--- src/rtl/i2c_codec_cfg_seq_if.sv ---
// Byte-level I2C engine handshake shared by the configuration sequencer
// (master) and the transaction engine (slave).
interface i2c_codec_cfg_seq_if;
    logic        i2c_tick;
    logic        i2c_req;
    logic [23:0] i2c_wdata;
    logic        i2c_done;
    logic        i2c_ack;

    modport master (
        output i2c_tick, i2c_req, i2c_wdata,
        input  i2c_done, i2c_ack
    );

    modport slave (
        input  i2c_tick, i2c_req, i2c_wdata,
        output i2c_done, i2c_ack
    );
endinterface

--- src/rtl/i2c_codec_cfg_seq.sv ---
// Table-driven codec register sequencer: walks {op, reg, data} entries and issues
// one I2C write per entry with NACK retry, timed delays and sticky status.
module i2c_codec_cfg_seq #(
    parameter int         N_ENTRIES      = 64,
    parameter logic [7:0] DEV_ADDR       = 8'h20,
    parameter int         CLK_FREQ_HZ    = 12000000,
    parameter int         I2C_FREQ_HZ    = 100000,
    parameter int         DELAY_UNIT_CYC = 12000,
    parameter int         MAX_RETRY      = 3,
    parameter int         PWRUP_UNITS    = 10,
    parameter int         AUTO_START     = 1,
    localparam int        IDX_W          = (N_ENTRIES > 1) ? $clog2(N_ENTRIES) : 1
) (
    input  logic                     clk_12M,
    input  logic                     rstn,
    input  logic                     cfg_start,
    output logic [IDX_W-1:0]         tbl_addr,
    input  logic [17:0]              tbl_data,
    i2c_codec_cfg_seq_if.master      bus,
    output logic                     busy,
    output logic                     reg_conf_done,
    output logic                     cfg_err,
    output logic [IDX_W-1:0]         err_index
);

    localparam int TICK_DIV = CLK_FREQ_HZ / (2 * I2C_FREQ_HZ);
    localparam int TICK_W   = (TICK_DIV > 1) ? $clog2(TICK_DIV) : 1;
    localparam int CYC_W    = (DELAY_UNIT_CYC > 1) ? $clog2(DELAY_UNIT_CYC) : 1;
    localparam int RETRY_W  = (MAX_RETRY > 0) ? $clog2(MAX_RETRY + 1) : 1;

    localparam logic [TICK_W-1:0]  TICK_LAST = TICK_W'(TICK_DIV - 1);
    localparam logic [CYC_W-1:0]   CYC_LAST  = CYC_W'(DELAY_UNIT_CYC - 1);
    localparam logic [RETRY_W-1:0] RETRY_MAX = RETRY_W'(MAX_RETRY);
    localparam logic [IDX_W-1:0]   IDX_LAST  = IDX_W'(N_ENTRIES - 1);

    typedef enum logic [3:0] {
        S_PWRUP, S_IDLE, S_FETCH, S_DECODE, S_XFER, S_GAP, S_WAIT, S_NEXT, S_DONE
    } state_t;

    state_t             state;
    logic [TICK_W-1:0]  tick_cnt;
    logic [CYC_W-1:0]   cyc_cnt;
    logic [15:0]        units_left;
    logic [IDX_W-1:0]   index;
    logic [RETRY_W-1:0] retry;
    logic [2:0]         gap_cnt;

    // A delay of zero units finishes at once; otherwise on the last cycle of the last unit.
    logic unit_wrap;
    logic dly_over;
    assign unit_wrap = (cyc_cnt == CYC_LAST);
    assign dly_over  = (units_left == 16'd0) || (unit_wrap && units_left == 16'd1);
    assign tbl_addr  = index;

    // NOTE: every flop below is updated with <= so all state advances on the same edge.
    always_ff @(posedge clk_12M or negedge rstn) begin
        if (!rstn) begin
            tick_cnt     <= '0;
            bus.i2c_tick <= 1'b0;
        end else if (tick_cnt == TICK_LAST) begin
            tick_cnt     <= '0;
            bus.i2c_tick <= 1'b1;
        end else begin
            tick_cnt     <= tick_cnt + 1'b1;
            bus.i2c_tick <= 1'b0;
        end
    end

    always_ff @(posedge clk_12M or negedge rstn) begin
        if (!rstn) begin
            state         <= S_PWRUP;
            cyc_cnt       <= '0;
            units_left    <= 16'(PWRUP_UNITS);
            index         <= '0;
            retry         <= '0;
            gap_cnt       <= '0;
            bus.i2c_req   <= 1'b0;
            bus.i2c_wdata <= '0;
            busy          <= 1'b0;
            reg_conf_done <= 1'b0;
            cfg_err       <= 1'b0;
            err_index     <= '0;
        end else begin
            case (state)
                S_PWRUP: begin
                    if (dly_over) begin
                        state <= (AUTO_START != 0) ? S_FETCH : S_IDLE;
                        busy  <= (AUTO_START != 0);
                    end else begin
                        cyc_cnt <= unit_wrap ? '0 : cyc_cnt + 1'b1;
                        if (unit_wrap) units_left <= units_left - 16'd1;
                    end
                end
                S_IDLE: begin
                    if (cfg_start) begin
                        reg_conf_done <= 1'b0;
                        cfg_err       <= 1'b0;
                        err_index     <= '0;
                        index         <= '0;
                        retry         <= '0;
                        busy          <= 1'b1;
                        state         <= S_FETCH;
                    end
                end
                S_FETCH: state <= S_DECODE;
                S_DECODE: begin
                    case (tbl_data[17:16])
                        2'd1: begin
                            units_left <= tbl_data[15:0];
                            cyc_cnt    <= '0;
                            state      <= S_WAIT;
                        end
                        2'd2: state <= S_DONE;
                        default: begin
                            bus.i2c_wdata <= {DEV_ADDR, tbl_data[15:0]};
                            bus.i2c_req   <= 1'b1;
                            state         <= S_XFER;
                        end
                    endcase
                end
                S_XFER: begin
                    if (bus.i2c_done) begin
                        bus.i2c_req <= 1'b0;
                        if (bus.i2c_ack) begin
                            state <= S_NEXT;
                        end else if (retry != RETRY_MAX) begin
                            retry   <= retry + 1'b1;
                            gap_cnt <= '0;
                            state   <= S_GAP;
                        end else begin
                            err_index <= index;
                            cfg_err   <= 1'b1;
                            busy      <= 1'b0;
                            state     <= S_IDLE;
                        end
                    end
                end
                // The first tick only aligns to the tick grid; four full periods follow.
                S_GAP: begin
                    if (bus.i2c_tick) begin
                        if (gap_cnt == 3'd4) begin
                            bus.i2c_req <= 1'b1;
                            state       <= S_XFER;
                        end else begin
                            gap_cnt <= gap_cnt + 3'd1;
                        end
                    end
                end
                S_WAIT: begin
                    if (dly_over) begin
                        state <= S_NEXT;
                    end else begin
                        cyc_cnt <= unit_wrap ? '0 : cyc_cnt + 1'b1;
                        if (unit_wrap) units_left <= units_left - 16'd1;
                    end
                end
                S_NEXT: begin
                    retry <= '0;
                    if (index == IDX_LAST) begin
                        state <= S_DONE;
                    end else begin
                        index <= index + 1'b1;
                        state <= S_FETCH;
                    end
                end
                S_DONE: begin
                    reg_conf_done <= 1'b1;
                    busy          <= 1'b0;
                    state         <= S_IDLE;
                end
                default: state <= S_IDLE;
            endcase
        end
    end

endmodule

--- src/flat_wrapper.sv ---
// flat-port wrapper written by rule: the top's interface ports become plain ports
module i2c_codec_cfg_seq_flat 
#(
    parameter int         N_ENTRIES      = 64,
    parameter logic [7:0] DEV_ADDR       = 8'h20,
    parameter int         CLK_FREQ_HZ    = 12000000,
    parameter int         I2C_FREQ_HZ    = 100000,
    parameter int         DELAY_UNIT_CYC = 12000,
    parameter int         MAX_RETRY      = 3,
    parameter int         PWRUP_UNITS    = 10,
    parameter int         AUTO_START     = 1,
    localparam int        IDX_W          = (N_ENTRIES > 1) ? $clog2(N_ENTRIES) : 1
)
  (clk_12M, rstn, cfg_start, tbl_addr, tbl_data, busy, reg_conf_done, cfg_err, err_index, bus_i2c_tick, bus_i2c_req, bus_i2c_wdata, bus_i2c_done, bus_i2c_ack);
  i2c_codec_cfg_seq_if bus_i ();
  input  logic clk_12M;
  input  logic rstn;
  input  logic cfg_start;
  output logic [IDX_W-1:0] tbl_addr;
  input  logic [17:0] tbl_data;
  output logic busy;
  output logic reg_conf_done;
  output logic cfg_err;
  output logic [IDX_W-1:0] err_index;
  output wire logic [$bits(bus_i.i2c_tick)-1:0] bus_i2c_tick;
  output wire logic [$bits(bus_i.i2c_req)-1:0] bus_i2c_req;
  output wire logic [$bits(bus_i.i2c_wdata)-1:0] bus_i2c_wdata;
  input wire logic [$bits(bus_i.i2c_done)-1:0] bus_i2c_done;
  input wire logic [$bits(bus_i.i2c_ack)-1:0] bus_i2c_ack;
  assign bus_i2c_tick = bus_i.i2c_tick;
  assign bus_i2c_req = bus_i.i2c_req;
  assign bus_i2c_wdata = bus_i.i2c_wdata;
  assign bus_i.i2c_done = bus_i2c_done;
  assign bus_i.i2c_ack = bus_i2c_ack;
  i2c_codec_cfg_seq #(.N_ENTRIES(N_ENTRIES), .DEV_ADDR(DEV_ADDR), .CLK_FREQ_HZ(CLK_FREQ_HZ), .I2C_FREQ_HZ(I2C_FREQ_HZ), .DELAY_UNIT_CYC(DELAY_UNIT_CYC), .MAX_RETRY(MAX_RETRY), .PWRUP_UNITS(PWRUP_UNITS), .AUTO_START(AUTO_START)) u_core (.clk_12M(clk_12M), .rstn(rstn), .cfg_start(cfg_start), .tbl_addr(tbl_addr), .tbl_data(tbl_data), .bus(bus_i), .busy(busy), .reg_conf_done(reg_conf_done), .cfg_err(cfg_err), .err_index(err_index));
endmodule
--- config.mk ---
export PLATFORM = sky130hd
export DESIGN_NAME = i2c_codec_cfg_seq_flat
export DESIGN_NICKNAME = d
export VERILOG_FILES = /design/src/rtl/i2c_codec_cfg_seq_if.sv /design/src/rtl/i2c_codec_cfg_seq.sv /design/src/flat_wrapper.sv
export SDC_FILE = /design/constraint.sdc
export NUM_CORES = 1
export LEC_CHECK = 0
export CAP_MARGIN = 20
export CORE_MARGIN = 3
export CORE_UTILIZATION = 35
export DETAILED_ROUTE_END_ITERATION = 10
export HOLD_SLACK_MARGIN = 0.02
export PLACE_DENSITY = 0.63
export SLEW_MARGIN = 20
export SYNTH_ARGS = -nofsm -noshare
export SYNTH_HDL_FRONTEND = slang
export SYNTH_SLANG_ARGS = --single-unit
--- constraint.sdc ---
create_clock -name clk_12M -period 2 [get_ports clk_12M]
set_input_delay 0.4 -clock clk_12M [delete_from_list [all_inputs] [get_ports clk_12M]]
set_output_delay 0.4 -clock clk_12M [all_outputs]
set_load 0.05 [all_outputs]
==> results of run 1 <==
==> worst paths after layout <==
path / depth (start not counted) / slack (ns) / endpoint / from
worst max-delay path: 1 / 0.05 / reg_conf_done / u_core.reg_conf_done$_DFFE_PN0P_
worst min-delay path: 1 / 0.03 / u_core.err_index[4]$_DFFE_PN0P_ / rstn
worst max register to register: 10 / 0.06 / u_core.units_left[13]$_DFFE_PN0P_ / u_core.units_left[1]$_DFFE_PN1P_
worst min register to register: 1 / 0.47 / u_core.bus.i2c_wdata[21]$_DFFE_PN0P_ / u_core.bus.i2c_wdata[21]$_DFFE_PN0P_
max in group asynchronous: 2 / 1.39 / u_core.cyc_cnt[12]$_DFFE_PN0P_ / rstn
min in group clk_12M: 1 / 0.47 / u_core.bus.i2c_wdata[21]$_DFFE_PN0P_ / u_core.bus.i2c_wdata[21]$_DFFE_PN0P_
==> cell usage after synthesis (2+ instances only) <==
cell type	number	area, um2
sky130_fd_sc_hd__o2bb2ai_1	2	17.52
sky130_fd_sc_hd__nor4_1	5	31.28
sky130_fd_sc_hd__buf_4	11	82.58
sky130_fd_sc_hd__o21a_1	3	22.52
sky130_fd_sc_hd__nor2b_1	6	37.54
sky130_fd_sc_hd__inv_1	14	52.55
sky130_fd_sc_hd__o31ai_1	3	22.52
sky130_fd_sc_hd__nor2_1	41	153.9
sky130_fd_sc_hd__nor2_4	2	22.52
sky130_fd_sc_hd__a21o_1	2	15.01
sky130_fd_sc_hd__o211ai_1	3	22.52
sky130_fd_sc_hd__o22a_1	8	70.07
sky130_fd_sc_hd__mux2_2	21	236.5
sky130_fd_sc_hd__and4_4	2	22.52
sky130_fd_sc_hd__nor3_1	7	35.03
sky130_fd_sc_hd__nor4_4	2	42.54
sky130_fd_sc_hd__dfstp_2	2	52.55
sky130_fd_sc_hd__buf_2	10	50.05
sky130_fd_sc_hd__clkbuf_1	7	26.28
sky130_fd_sc_hd__a21oi_1	28	140.1
sky130_fd_sc_hd__dfrtp_1	77	1927
sky130_fd_sc_hd__nand2b_1	5	31.28
sky130_fd_sc_hd__a211oi_1	4	30.03
sky130_fd_sc_hd__a41oi_1	7	61.31
sky130_fd_sc_hd__o21ai_1	13	65.06
sky130_fd_sc_hd__o21ai_0	17	85.08
sky130_fd_sc_hd__xnor2_1	5	43.79
sky130_fd_sc_hd__o22ai_1	2	12.51
sky130_fd_sc_hd__nand2_1	35	131.4
sky130_fd_sc_hd__and2_1	3	18.77
sky130_fd_sc_hd__a2bb2oi_2	2	30.03
sky130_fd_sc_hd__a31oi_1	13	81.33
sky130_fd_sc_hd__buf_6	4	45.04
sky130_fd_sc_hd__nand4b_1	2	17.52
sky130_fd_sc_hd__nand4_1	9	56.30
sky130_fd_sc_hd__and3_1	5	31.28
sky130_fd_sc_hd__a22oi_1	3	22.52
sky130_fd_sc_hd__nand3_1	18	90.09
sky130_fd_sc_hd__and4_1	4	35.03
sky130_fd_sc_hd__o32ai_1	2	17.52
sky130_fd_sc_hd__ha_1	13	162.7
sky130_fd_sc_hd__a22o_1	10	87.58
sky130_fd_sc_hd__nand4_2	2	25.02
==> what timing repair did <==
item,in CTS,in global routing
pin swaps,2,3
cloned,1,0
endpoints found under the setup margin,9,25
setup buffers,1,3
resized for setup,5,26
==> kinds of logic (layout without fill, tap and decap cells) <==
family | Yosys count | after routing | synth area share [%]
AO/OA/AOI/OAI | 136 | 136 | 20.93
XOR/XNOR | 7 | 7 | 1.511
adder cells (fa/ha/maj) | 13 | 13 | 3.571
buffers and inverters | 47 | 160 | 5.713
flip-flops | 79 | 79 | 43.45
multiplexers | 21 | 21 | 5.191
other | 1 | 7 | 0.08232
AND/OR/NAND/NOR | 159 | 159 | 19.56
==> power by group <==
part,total [mW],internal (mW),switching [mW]
registers,2.61,2.15,0.464
logic,6.23,2.74,3.49
clock network,1.61,0.962,0.652
==> layout make-up <==
cell class	count	area (um2)
Timing Repair Buffer	131	1169
Clock inverter	5	58.81
Tap cell	172	215.2
Clock buffer	10	229.0
Inverter	14	52.55
Multi-Input combinational cell	343	2451
Sequential cell	79	1981
Fill cell	1197	6515
==> per-layer routing <==
layer	vias up	track usage, %	share of wire, %
met5	-	0	0
met4	0	6.872	2.2
met3	23	3.723	5.6
met2	111	25.22	47
met1	1960	21.76	45
li1	1944	-	-
==> cell usage in the layout, fill, tap and decap left out, drive strengths merged, types with 5 or more instances in the layout <==
| master | instances |
|---|---|
| a21oi | 29 |
| nand4 | 11 |
| dfrtp | 77 |
| clkbuf | 10 |
| a41oi | 7 |
| clkdlybuf4s50 | 46 |
| xnor2 | 6 |
| and4 | 6 |
| nor3 | 8 |
| conb | 7 |
| buf | 85 |
| nor4 | 7 |
| and3 | 5 |
| nand2b | 5 |
| mux2 | 21 |
| o21ai | 30 |
| nor2b | 6 |
| a31oi | 13 |
| nor2 | 44 |
| nand2 | 35 |
| o22a | 8 |
| ha | 13 |
| inv | 15 |
| a22o | 10 |
| nand3 | 18 |
==> state kept, by name, indices dropped and copies added (netlist names), 2 cells and up <==
name / cells
u_core.bus.i2c_wdata: 17
u_core.units_left: 16
u_core.cyc_cnt: 14
u_core.err_index: 6
u_core.tbl_addr: 6
u_core.tick_cnt: 6
u_core.state: 4
u_core.gap_cnt: 3
u_core.retry: 2
==> metrics by stage <==
step                hold WS, ns  power [mW]  setup slack, ns
finish                  0.02701       10.46          0.05170
global route            0.05695       11.16         -0.03644
CTS                     0.03504       10.19         0.005020
detailed placement       0.4111       8.334          -0.3061
global placement         0.3969       8.191          -0.2656
floorplan                0.1044       6.340          0.03356
==> load_flow_metrics.sql, run 1 <==
INSERT INTO impl_metrics (metric_group, metric, value, unit) VALUES
('worst_setup_path', 'startpoint_type', 'flop', ''),
('route', 'routed_wire_length_per_instance', '15.14', 'um'),
('logic_synthesis', 'synth_edf_count', '0', ''),
('route', 'detail_route.vias_per_cell', '5.355', ''),
('min_path', 'hold_class', 'in2async', ''),
('timing', 'min_period_over_period', '97.42', '%'),
('logic_synthesis', 'ys.flop_type', 'sky130_fd_sc_hd__dfrtp_1', ''),
('timing', 'timing.final.crit_period', '1.948', 'ns'),
('route', 'via_count', '4038', ''),
('logic_synthesis', 'mappedNetlistArea', '4556', 'um2'),
('logic_synthesis', 'seq_area_frac_synth', '43.45', '%'),
('cells_and_area', 'stdcell_area', '6156', 'um2'),
('logic_synthesis', 'syn-instance-count', '463', ''),
('timing', 'max_freq', '513.3', 'MHz'),
('placed_design', 'routabilityCongestion', '0.8737', ''),
('timing', 'finalMaxSlewViolations', '0', ''),
('status', 'run_status', 'complete, no violations', ''),
('route', 'drtIter0Drc', '223', ''),
('worst_setup_path', 'cp_data_required_time', '1.60', 'ns'),
('worst_setup_path', 'path_cells', 'clkdlybuf4s50_1', ''),
('floorplanning', 'initial_utilization', '35.95', '%'),
('global_routing', 'antenna_found_initial', '0', ''),
('cts', 'cts-htree-levels', '3', ''),
('worst_setup_path', 'cp.arrival', '1.55', 'ns'),
('cts', 'cts-root-buf', 'sky130_fd_sc_hd__clkbuf_16', ''),
('cts', 'cts_hold_buf', '0', ''),
('worst_setup_path', 'crit_path_top_delay_cell', 'sky130_fd_sc_hd__clkdlybuf4s50_1', ''),
('timing', 'tightest_slew', '0.5245', 'ns'),
('global_routing', 'overflow', '0', ''),
('cts', 'max_clock_buf_depth', '2', ''),
('timing', 'setup_viol_count_final', '0', ''),
('timing', 'final_hold_fails', '0', ''),
('power_and_ir_drop', 'irDropWorstVdd', '0.8572', 'mV'),
('logic_synthesis', 'synth_cell_type_count', '72', ''),
('route', 'detail_route.first_pass.iterations', '5', ''),
('global_routing', 'first_global_vias', '3898', ''),
('worst_setup_path', 'path_buf_inv', '1', ''),
('worst_setup_path', 'worst-setup-path-type', 'reg2out', ''),
('worst_setup_path', 'slowest_delay', '0.83', 'ns'),
('timing', 'finalClockSkew', '0.006584', 'ns'),
('logic_synthesis', 'synthesis.yosys.warnings', '0', ''),
('route', 'remaining_drc_errors', '0', ''),
('cells_and_area', 'design.final.nets', '614', ''),
('floorplanning', 'io_pins', '64', ''),
('timing', 'fin_tns_setup', '0', 'ns'),
('logic_synthesis', 'ys_async_sr_fraction', '100.0', '%'),
('placed_design', 'port_buffers', '56', ''),
('cts', 'cts_tree', 'built', ''),
('cells_and_area', 'final_layout_size_suffix_gt1_share', '28.35', '%'),
('placed_design', 'hpwlAfterDp', '8369', 'um'),
('cells_and_area', 'finalNonFillerCells', '754', ''),
('placed_design', 'placed_cell_area', '5697', 'um2'),
('worst_setup_path', 'worst_setup_ep_type', 'output port', ''),
('worst_setup_path', 'critical_path.top_delay_family', 'buffers and inverters', ''),
('timing', 'maxSlewHeadroom', '64.92', '%'),
('logic_synthesis', 'ys_seq_elements', '79', ''),
('cts', 'worstSkewPairLatency', '0.34', 'ns'),
('route', 'antenna_left', '0', ''),
('floorplanning', 'placeableCoreArea', '12670', 'um2'),
('logic_synthesis', 'postSynthAreaPerCell', '9.839', 'um2'),
('cells_and_area', 'antennaDiodeCount', '0', ''),
('power_and_ir_drop', 'leakage_power', '2.628', 'nW'),
('flow_run', 'max_cap_violations', '0', ''),
('floorplanning', 'fp_rows', '41', ''),
('global_routing', 'grt_start_max_net_pins', '39', ''),
('cts', 'cts_buffers', '9', ''),
('worst_setup_path', 'crit_path_max_fanout', '3', ''),
('timing', 'rsz0062_at_grt', 'true', ''),
('cts', 'cts.sinks', '79', ''),
('cells_and_area', 'syn2layout_area_growth', '35.13', '%'),
('floorplanning', 'die_width', '120.1', 'um'),
('cts', 'clkSlewWorstSetupHoldPaths', '0.06', 'ns'),
('floorplanning', 'die_height', '120.1', 'um'),
('placed_design', 'placedCellCount', '734', ''),
('floorplanning', 'dieArea', '14420', 'um2'),
('cells_and_area', 'utilization', '48.58', '%'),
('power_and_ir_drop', 'power_per_unit_of_standard_cell_area', '1699', 'nW/um2'),
('global_routing', 'grt_pass1_wl', '19020', 'um'),
('route', 'totalWireLength', '11410', 'um'),
('global_routing', 'globalRouteTotalUtil', '16.23', '%');
Power figures use the tool's default switching activity.
==> run 2: changes to the inputs <==
--- a/config.mk
+++ b/config.mk
@@ -6,6 +6,7 @@
 export NUM_CORES = 1
 export LEC_CHECK = 0
 export CAP_MARGIN = 20
+export CORE_ASPECT_RATIO = 0.6
 export CORE_MARGIN = 3
 export CORE_UTILIZATION = 35
 export DETAILED_ROUTE_END_ITERATION = 10
==> run 2 against run 1 <==
Die area rose by 0.31%. Non-clock buffer count fell by 12. Sequential power rose by 2%. Largest power group unchanged. Global-route usage rose by 0.22 points. Cell count fell by 2.4%. Count of clock-buffer cells in the layout did not move. Largest cell class unchanged. Total power fell by 0.69%. Cell area fell by 1.4%. Highest routed layer unchanged. First-iteration DRC count rose by 37%. Routed wire length rose by 3.3%.
==> load_flow_metrics.sql, run 2 (synthesis results as in run 1) <==
INSERT INTO impl_metrics (metric_group, metric, value, unit) VALUES
('cells_and_area', 'fillers', '1151', ''),
('status', 'run_status', 'complete, no violations', ''),
('timing', 'setup_viol_count_final', '0', ''),
('global_routing', 'globalRoute.busiestLayer', 'met2', ''),
('cells_and_area', 'multi_input_area', '2441', 'um2'),
('global_routing', 'overflow', '0', ''),
('worst_setup_path', 'crit-reg2reg-launch', 'u_core.units_left[1]$_DFFE_PN1P_', ''),
('power_and_ir_drop', 'irDropWorstVdd', '0.6842', 'mV'),
('cells_and_area', 'layout.cells.most_common', 'sky130_fd_sc_hd__dfrtp_1', ''),
('floorplanning', 'die_width', '153.3', 'um'),
('floorplanning', 'die_height', '94.37', 'um'),
('worst_setup_path', 'crit_path_max_fanout', '11', ''),
('global_routing', 'gr_met2_demand_resource', '24.27', '%'),
('timing', 'finalMaxSlewViolations', '0', ''),
('power_and_ir_drop', 'power_per_unit_of_standard_cell_area', '1711', 'nW/um2'),
('floorplanning', 'fp_rows', '31', ''),
('global_routing', 'met3_use_gr', '4.304', '%'),
('timing', 'max_freq', '511.4', 'MHz'),
('timing', 'rsz0062_at_grt', 'true', ''),
('power_and_ir_drop', 'post-layout-total-power', '10.39', 'mW'),
('floorplanning', 'dieArea', '14470', 'um2'),
('global_routing', 'grtUsageMet1', '24.19', '%'),
('placed_design', 'routabilityCongestion', '0.8763', ''),
('floorplanning', 'io_pins', '64', ''),
('timing', 'finalClockSkew', '0.007896', 'ns'),
('placed_design', 'port_buffers', '56', ''),
('global_routing', 'grt_start_max_net_pins', '42', ''),
('cells_and_area', 'layout.area.seq', '1979', 'um2'),
('cells_and_area', 'syn2layout_area_growth', '33.23', '%'),
('floorplanning', 'initial_utilization', '36.82', '%'),
('power_and_ir_drop', 'power_switching', '4.612', 'mW'),
('timing', 'timing.final.crit_period', '1.955', 'ns'),
('cells_and_area', 'layout.cells.most_common_list', 'sky130_fd_sc_hd__dfrtp_1 (77), sky130_fd_sc_hd__buf_4 (66), sky130_fd_sc_hd__clkdlybuf4s50_1 (47)', ''),
('cells_and_area', 'finalNonFillerCells', '736', ''),
('cts', 'worstSkewPairLatency', '0.34', 'ns'),
('timing', 'tightest_slew', '0.5058', 'ns'),
('power_and_ir_drop', 'power.switching_fraction', '44.41', '%'),
('route', 'drtIter0Drc', '305', ''),
('worst_setup_path', 'reg2regPathDepth', '8', ''),
('timing', 'maxSlewHeadroom', '66.17', '%'),
('placed_design', 'placement.setup.worst_slack', '-0.2650', 'ns'),
('global_routing', 'grt_pass1_wl', '19400', 'um'),
('timing', 'fin_tns_setup', '0', 'ns'),
('cells_and_area', 'design.final.nets', '602', ''),
('cts', 'max_clock_buf_depth', '2', ''),
('power_and_ir_drop', 'sequentialPowerShare', '25.7', '%'),
('placed_design', 'placedCellCount', '718', ''),
('route', 'antenna_left', '0', ''),
('floorplanning', 'placeableCoreArea', '12370', 'um2'),
('global_routing', 'antenna_found_initial', '0', ''),
('global_routing', 'first_global_vias', '3742', ''),
('cts', 'cts.sinks', '79', ''),
('cts', 'cts_buffers', '9', ''),
('cells_and_area', 'antennaDiodeCount', '0', ''),
('cts', 'clkSlewWorstSetupHoldPaths', '0.06', 'ns'),
('cells_and_area', 'largest_register', 'u_core.bus.i2c_wdata', ''),
('power_and_ir_drop', 'power.share.clock', '17.5', '%'),
('worst_setup_path', 'worst_setup_path_startpoint', 'u_core.units_left[1]$_DFFE_PN1P_', ''),
('global_routing', 'globalRouteTotalUtil', '16.45', '%'),
('power_and_ir_drop', 'p_int', '5.775', 'mW'),
('route', 'totalWireLength', '11790', 'um'),
('timing', 'min_period_over_period', '97.77', '%'),
('cts', 'cts-root-buf', 'sky130_fd_sc_hd__clkbuf_16', ''),
('timing', 'final_hold_fails', '0', ''),
('route', 'via_count', '3985', ''),
('cts', 'cts_tree', 'built', ''),
('cells_and_area', 'final_layout_size_suffix_gt1_share', '26.09', '%'),
('worst_setup_path', 'worst-setup-path-type', 'reg2reg', ''),
('power_and_ir_drop', 'leakage_power', '2.604', 'nW'),
('worst_setup_path', 'cp.arrival', '2.21', 'ns'),
('cells_and_area', 'largest_register_ffs', '17', ''),
('worst_setup_path', 'worst_setup_ep_type', 'flop', ''),
('flow_run', 'max_cap_violations', '0', ''),
('min_path', 'hold_class', 'in2async', ''),
('route', 'remaining_drc_errors', '0', ''),
('route', 'routed_wire_length_per_instance', '16.02', 'um'),
('route', 'detail_route.vias_per_cell', '5.414', ''),
('cts', 'cts-htree-levels', '3', ''),
('cells_and_area', 'reg.largest.list', 'u_core.bus.i2c_wdata x17, u_core.units_left x16, u_core.cyc_cnt x14', ''),
('route', 'detail_route.first_pass.iterations', '4', ''),
('timing', 'hold_ws', '0.4693', 'ns'),
('timing', 'finalWorstSetupSlack', '0.04464', 'ns'),
('worst_setup_path', 'cp_data_required_time', '2.25', 'ns'),
('power_and_ir_drop', 'pwr-share-comb', '56.8', '%'),
('worst_setup_path', 'startpoint_type', 'flop', ''),
('placed_design', 'hpwlAfterDp', '8725', 'um');
## run 2: layout make-up
cell class                      count  area share [%]
Clock inverter                      6           1.505
Multi-Input combinational cell    343           40.22
Clock buffer                       10           3.937
Tap cell                          165           3.401
Timing Repair Buffer              119           17.46
Inverter                           14          0.8658
Sequential cell                    79           32.61
## run 2: path summary, 6_finish.rpt
path | slack (ns) | end
max | 0.04 | u_core.cyc_cnt[12]$_DFFE_PN0P_
min | 0.47 | u_core.bus.i2c_wdata[21]$_DFFE_PN0P_
max reg2reg | 0.04 | u_core.cyc_cnt[12]$_DFFE_PN0P_
min reg2reg | 0.47 | u_core.bus.i2c_wdata[21]$_DFFE_PN0P_
max in group asynchronous | 0.96 | u_core.retry[0]$_DFFE_PN0P_
min in group clk_12M | 0.47 | u_core.bus.i2c_wdata[21]$_DFFE_PN0P_
## run 2: metal layers
layer	part of all wire [%]	vias to the layer above
met5	0	-
met2	42	94
met3	6.1	12
met1	51	1965
met4	0.74	0
li1	-	1914
## run 2: critical path, stage by stage (launching register included)
cell and delay [ns]:
sky130_fd_sc_hd__dfstp_2 0.54, sky130_fd_sc_hd__inv_1 0.05, sky130_fd_sc_hd__buf_4 0.13, sky130_fd_sc_hd__ha_2 0.18
sky130_fd_sc_hd__buf_4 0.14, sky130_fd_sc_hd__a311oi_2 0.32, sky130_fd_sc_hd__buf_6 0.20, sky130_fd_sc_hd__nand4_4 0.12
sky130_fd_sc_hd__o31ai_2 0.18
## run 2: power by group through the flow
stage	registers (mW)	logic, mW	clock network [mW]
CTS	2.64	5.64	1.86
floorplan	3.46	2.88	0
finish	2.67	5.90	1.82
detailed placement	2.67	5.63	0
global route	2.74	6.37	1.92
global placement	2.64	5.53	0
## run 2: metrics by stage
step	utilization [%]	instance area, um2
after floorplan	-	4578
after global routing	49.05	6070
final	49.05	6070
after global placement	45.36	5613
after CTS	48.11	5953
after detailed placement	45.36	5613
## run 2: timing repair
action                     CTS  global route
hold buffers                 1             0
hold endpoints to repair    15             0
buffers inserted             0             1
gates resized for setup      0            25
pin swaps                    3             6
setup endpoints to repair    4            27
==> run 3: changes to the inputs <==
--- a/config.mk
+++ b/config.mk
@@ -6,12 +6,12 @@
 export NUM_CORES = 1
 export LEC_CHECK = 0
 export CAP_MARGIN = 20
-export CORE_ASPECT_RATIO = 0.6
 export CORE_MARGIN = 3
 export CORE_UTILIZATION = 35
 export DETAILED_ROUTE_END_ITERATION = 10
 export HOLD_SLACK_MARGIN = 0.02
 export PLACE_DENSITY = 0.63
+export SKIP_CTS_REPAIR_TIMING = 1
 export SLEW_MARGIN = 20
 export SYNTH_ARGS = -nofsm -noshare
 export SYNTH_HDL_FRONTEND = slang
==> run 3 against run 2 <==
Clock power decreased by 11%. Count of clock-buffer cells in the layout unchanged. Cell count increased by 3.1%. Largest power group unchanged.
==> load_flow_metrics.sql, run 3 (synthesis results as in run 1) <==
INSERT INTO impl_metrics (metric_group, metric, value, unit) VALUES
('status', 'run_status', 'complete, no violations', ''),
('timing', 'finalWorstSetupSlack', '0.01464', 'ns'),
('worst_setup_path', 'reg2regPathDepth', '9', ''),
('placed_design', 'routabilityCongestion', '0.8737', ''),
('floorplanning', 'dieArea', '14420', 'um2'),
('cts', 'worstSkewPairLatency', '0.34', 'ns'),
('timing', 'min_period_over_period', '99.27', '%'),
('worst_setup_path', 'cp_data_required_time', '2.26', 'ns'),
('worst_setup_path', 'crit_path_top_delay_cell', 'sky130_fd_sc_hd__dfstp_2', ''),
('cts', 'cts_buffers', '9', ''),
('worst_setup_path', 'path_cells', 'inv_2 -> ha_1 -> and2_1 -> and4_4 -> buf_4 -> o221ai_4 -> nand2_2 -> buf_6 -> o2bb2ai_1', ''),
('cells_and_area', 'largest_register', 'u_core.bus.i2c_wdata', ''),
('cells_and_area', 'layout.cells.most_common', 'sky130_fd_sc_hd__buf_4', ''),
('cts', 'clkSlewWorstSetupHoldPaths', '0.06', 'ns'),
('placed_design', 'hpwlAfterDp', '8369', 'um'),
('global_routing', 'first_global_vias', '3868', ''),
('timing', 'final_hold_fails', '0', ''),
('floorplanning', 'io_pins', '64', ''),
('worst_setup_path', 'worst_setup_ep_type', 'flop', ''),
('cts', 'cts.sinks', '79', ''),
('global_routing', 'grt_pass1_wl', '18820', 'um'),
('timing', 'timing.final.crit_period', '1.985', 'ns'),
('route', 'antenna_left', '0', ''),
('timing', 'setup_viol_count_final', '0', ''),
('worst_setup_path', 'worst-setup-path-type', 'reg2reg', ''),
('flow_run', 'max_cap_violations', '0', ''),
('timing', 'finalMaxSlewViolations', '0', ''),
('route', 'drtIter0Drc', '216', ''),
('placed_design', 'port_buffers', '56', ''),
('global_routing', 'grt_start_max_net_pins', '39', ''),
('timing', 'max_freq', '503.7', 'MHz'),
('worst_setup_path', 'cp.arrival', '2.25', 'ns'),
('global_routing', 'antenna_found_initial', '0', ''),
('route', 'routed_wire_length_per_instance', '15.36', 'um'),
('cells_and_area', 'syn2layout_area_growth', '36.50', '%'),
('cells_and_area', 'largest_register_ffs', '17', ''),
('global_routing', 'globalRouteTotalUtil', '16.03', '%'),
('timing', 'tightest_slew', '0.5245', 'ns'),
('worst_setup_path', 'crit_path_max_fanout', '4', ''),
('cells_and_area', 'reg.largest.list', 'u_core.bus.i2c_wdata x17, u_core.units_left x16, u_core.cyc_cnt x14', ''),
('route', 'via_count', '4083', ''),
('worst_setup_path', 'startpoint_type', 'flop', ''),
('timing', 'hold_ws', '0.02478', 'ns'),
('route', 'totalWireLength', '11660', 'um'),
('placed_design', 'placement.setup.worst_slack', '-0.3061', 'ns'),
('power_and_ir_drop', 'power_per_unit_of_standard_cell_area', '1682', 'nW/um2'),
('floorplanning', 'die_width', '120.1', 'um'),
('cts', 'max_clock_buf_depth', '2', ''),
('timing', 'rsz0062_at_grt', 'true', ''),
('cells_and_area', 'layout.cells.most_common_list', 'sky130_fd_sc_hd__buf_4 (76), sky130_fd_sc_hd__dfrtp_1 (75), sky130_fd_sc_hd__clkdlybuf4s50_1 (45)', ''),
('timing', 'finalClockSkew', '0.006097', 'ns'),
('cells_and_area', 'design.final.nets', '619', ''),
('power_and_ir_drop', 'sequentialPowerShare', '25.0', '%'),
('cts', 'cts-htree-levels', '3', ''),
('power_and_ir_drop', 'p_int', '5.836', 'mW'),
('route', 'detail_route.vias_per_cell', '5.379', ''),
('timing', 'maxSlewHeadroom', '64.92', '%'),
('power_and_ir_drop', 'post-layout-total-power', '10.46', 'mW'),
('worst_setup_path', 'slack_of_the_worst_reg_to_reg_path', '0.01', 'ns'),
('floorplanning', 'fp_rows', '41', ''),
('power_and_ir_drop', 'irDropWorstVdd', '0.8564', 'mV'),
('cells_and_area', 'antennaDiodeCount', '0', ''),
('global_routing', 'overflow', '0', ''),
('worst_setup_path', 'crit-reg2reg-launch', 'u_core.units_left[1]$_DFFE_PN1P_', ''),
('power_and_ir_drop', 'leakage_power', '2.657', 'nW'),
('cells_and_area', 'final_layout_size_suffix_gt1_share', '29.64', '%'),
('floorplanning', 'initial_utilization', '35.95', '%'),
('placed_design', 'placed_cell_area', '5697', 'um2'),
('cts', 'cts-root-buf', 'sky130_fd_sc_hd__clkbuf_16', ''),
('worst_setup_path', 'slowest_delay', '0.54', 'ns'),
('route', 'remaining_drc_errors', '0', ''),
('power_and_ir_drop', 'power_switching', '4.625', 'mW'),
('route', 'detail_route.first_pass.iterations', '4', ''),
('power_and_ir_drop', 'pwr-share-comb', '59.5', '%'),
('cts', 'cts_tree', 'built', ''),
('power_and_ir_drop', 'power.switching_fraction', '44.21', '%'),
('timing', 'fin_tns_setup', '0', 'ns'),
('worst_setup_path', 'worstReg2RegEnd', 'u_core.units_left[10]$_DFFE_PN0P_', ''),
('cells_and_area', 'stdcell_area', '6218', 'um2'),
('min_path', 'hold_class', 'in2async', ''),
('power_and_ir_drop', 'power.share.clock', '15.5', '%'),
('floorplanning', 'die_height', '120.1', 'um'),
('floorplanning', 'placeableCoreArea', '12670', 'um2');
run 3: final cells by class:
| class | count | area (um2) |
|---|---|---|
| Fill cell | 1191 | 6452 |
| Sequential cell | 79 | 1982 |
| Clock inverter | 5 | 58.81 |
| Tap cell | 172 | 215.2 |
| Clock buffer | 10 | 229.0 |
| Multi-Input combinational cell | 343 | 2459 |
| Timing Repair Buffer | 136 | 1222 |
| Inverter | 14 | 52.55 |
run 3: how the worst max path moves through the flow:
| stage | from | end | slack [ns] | depth (start not counted) |
|---|---|---|---|---|
| 2_1_floorplan | u_core.units_left[1]$_DFFE_PN1P_ | u_core.units_left[14]$_DFFE_PN0P_ | 0.03 | 8 |
| 4_1_cts | u_core.units_left[1]$_DFFE_PN1P_ | u_core.units_left[5]$_DFFE_PN0P_ | -0.08 | 8 |
| 3_3_place_gp | tbl_data[17] | u_core.units_left[5]$_DFFE_PN0P_ | -0.27 | 8 |
| 3_5_place_dp | tbl_data[17] | u_core.units_left[5]$_DFFE_PN0P_ | -0.31 | 8 |
| 5_1_grt | u_core.units_left[1]$_DFFE_PN1P_ | u_core.units_left[10]$_DFFE_PN0P_ | -0.08 | 9 |
| 6_report | u_core.units_left[1]$_DFFE_PN1P_ | u_core.units_left[10]$_DFFE_PN0P_ | 0.01 | 9 |
run 3: power by group through the flow:
stage / sequential (mW) / combinational (mW) / clock, mW
floorplan: 3.46 / 2.88 / 0
global placement: 2.61 / 5.58 / 0
detailed placement: 2.63 / 5.71 / 0
CTS: 2.60 / 5.73 / 1.67
global route: 2.69 / 6.72 / 1.72
finish: 2.61 / 6.23 / 1.62
run 3: stage by stage:
step | cells | util [%]
3_5_place_dp | 734 | 44.96
4_1_cts | 749 | 47.23
2_1_floorplan | 469 | -
3_3_place_gp | 734 | 44.96
6_report | 759 | 49.08
5_1_grt | 759 | 49.08
run 3: routing by layer:
| layer | GRT usage [%] | vias up | wire length (um) |
|---|---|---|---|
| li1 | - | 1951 | - |
| met3 | 3.676 | 17 | 658 |
| met1 | 21.46 | 1997 | 5176 |
| met5 | 0 | - | 0 |
| met2 | 25.18 | 118 | 5624 |
| met4 | 6.299 | 0 | 196 |
run 3: critical path, delay by kind of cell, from the launching register on:
| family | cells | cell delay [ns] |
|---|---|---|
| compound gates | 2 | 0.37 |
| fa+ha+maj | 1 | 0.16 |
| buf+inv | 3 | 0.32 |
| flops | 1 | 0.54 |
| simple gates | 3 | 0.52 |
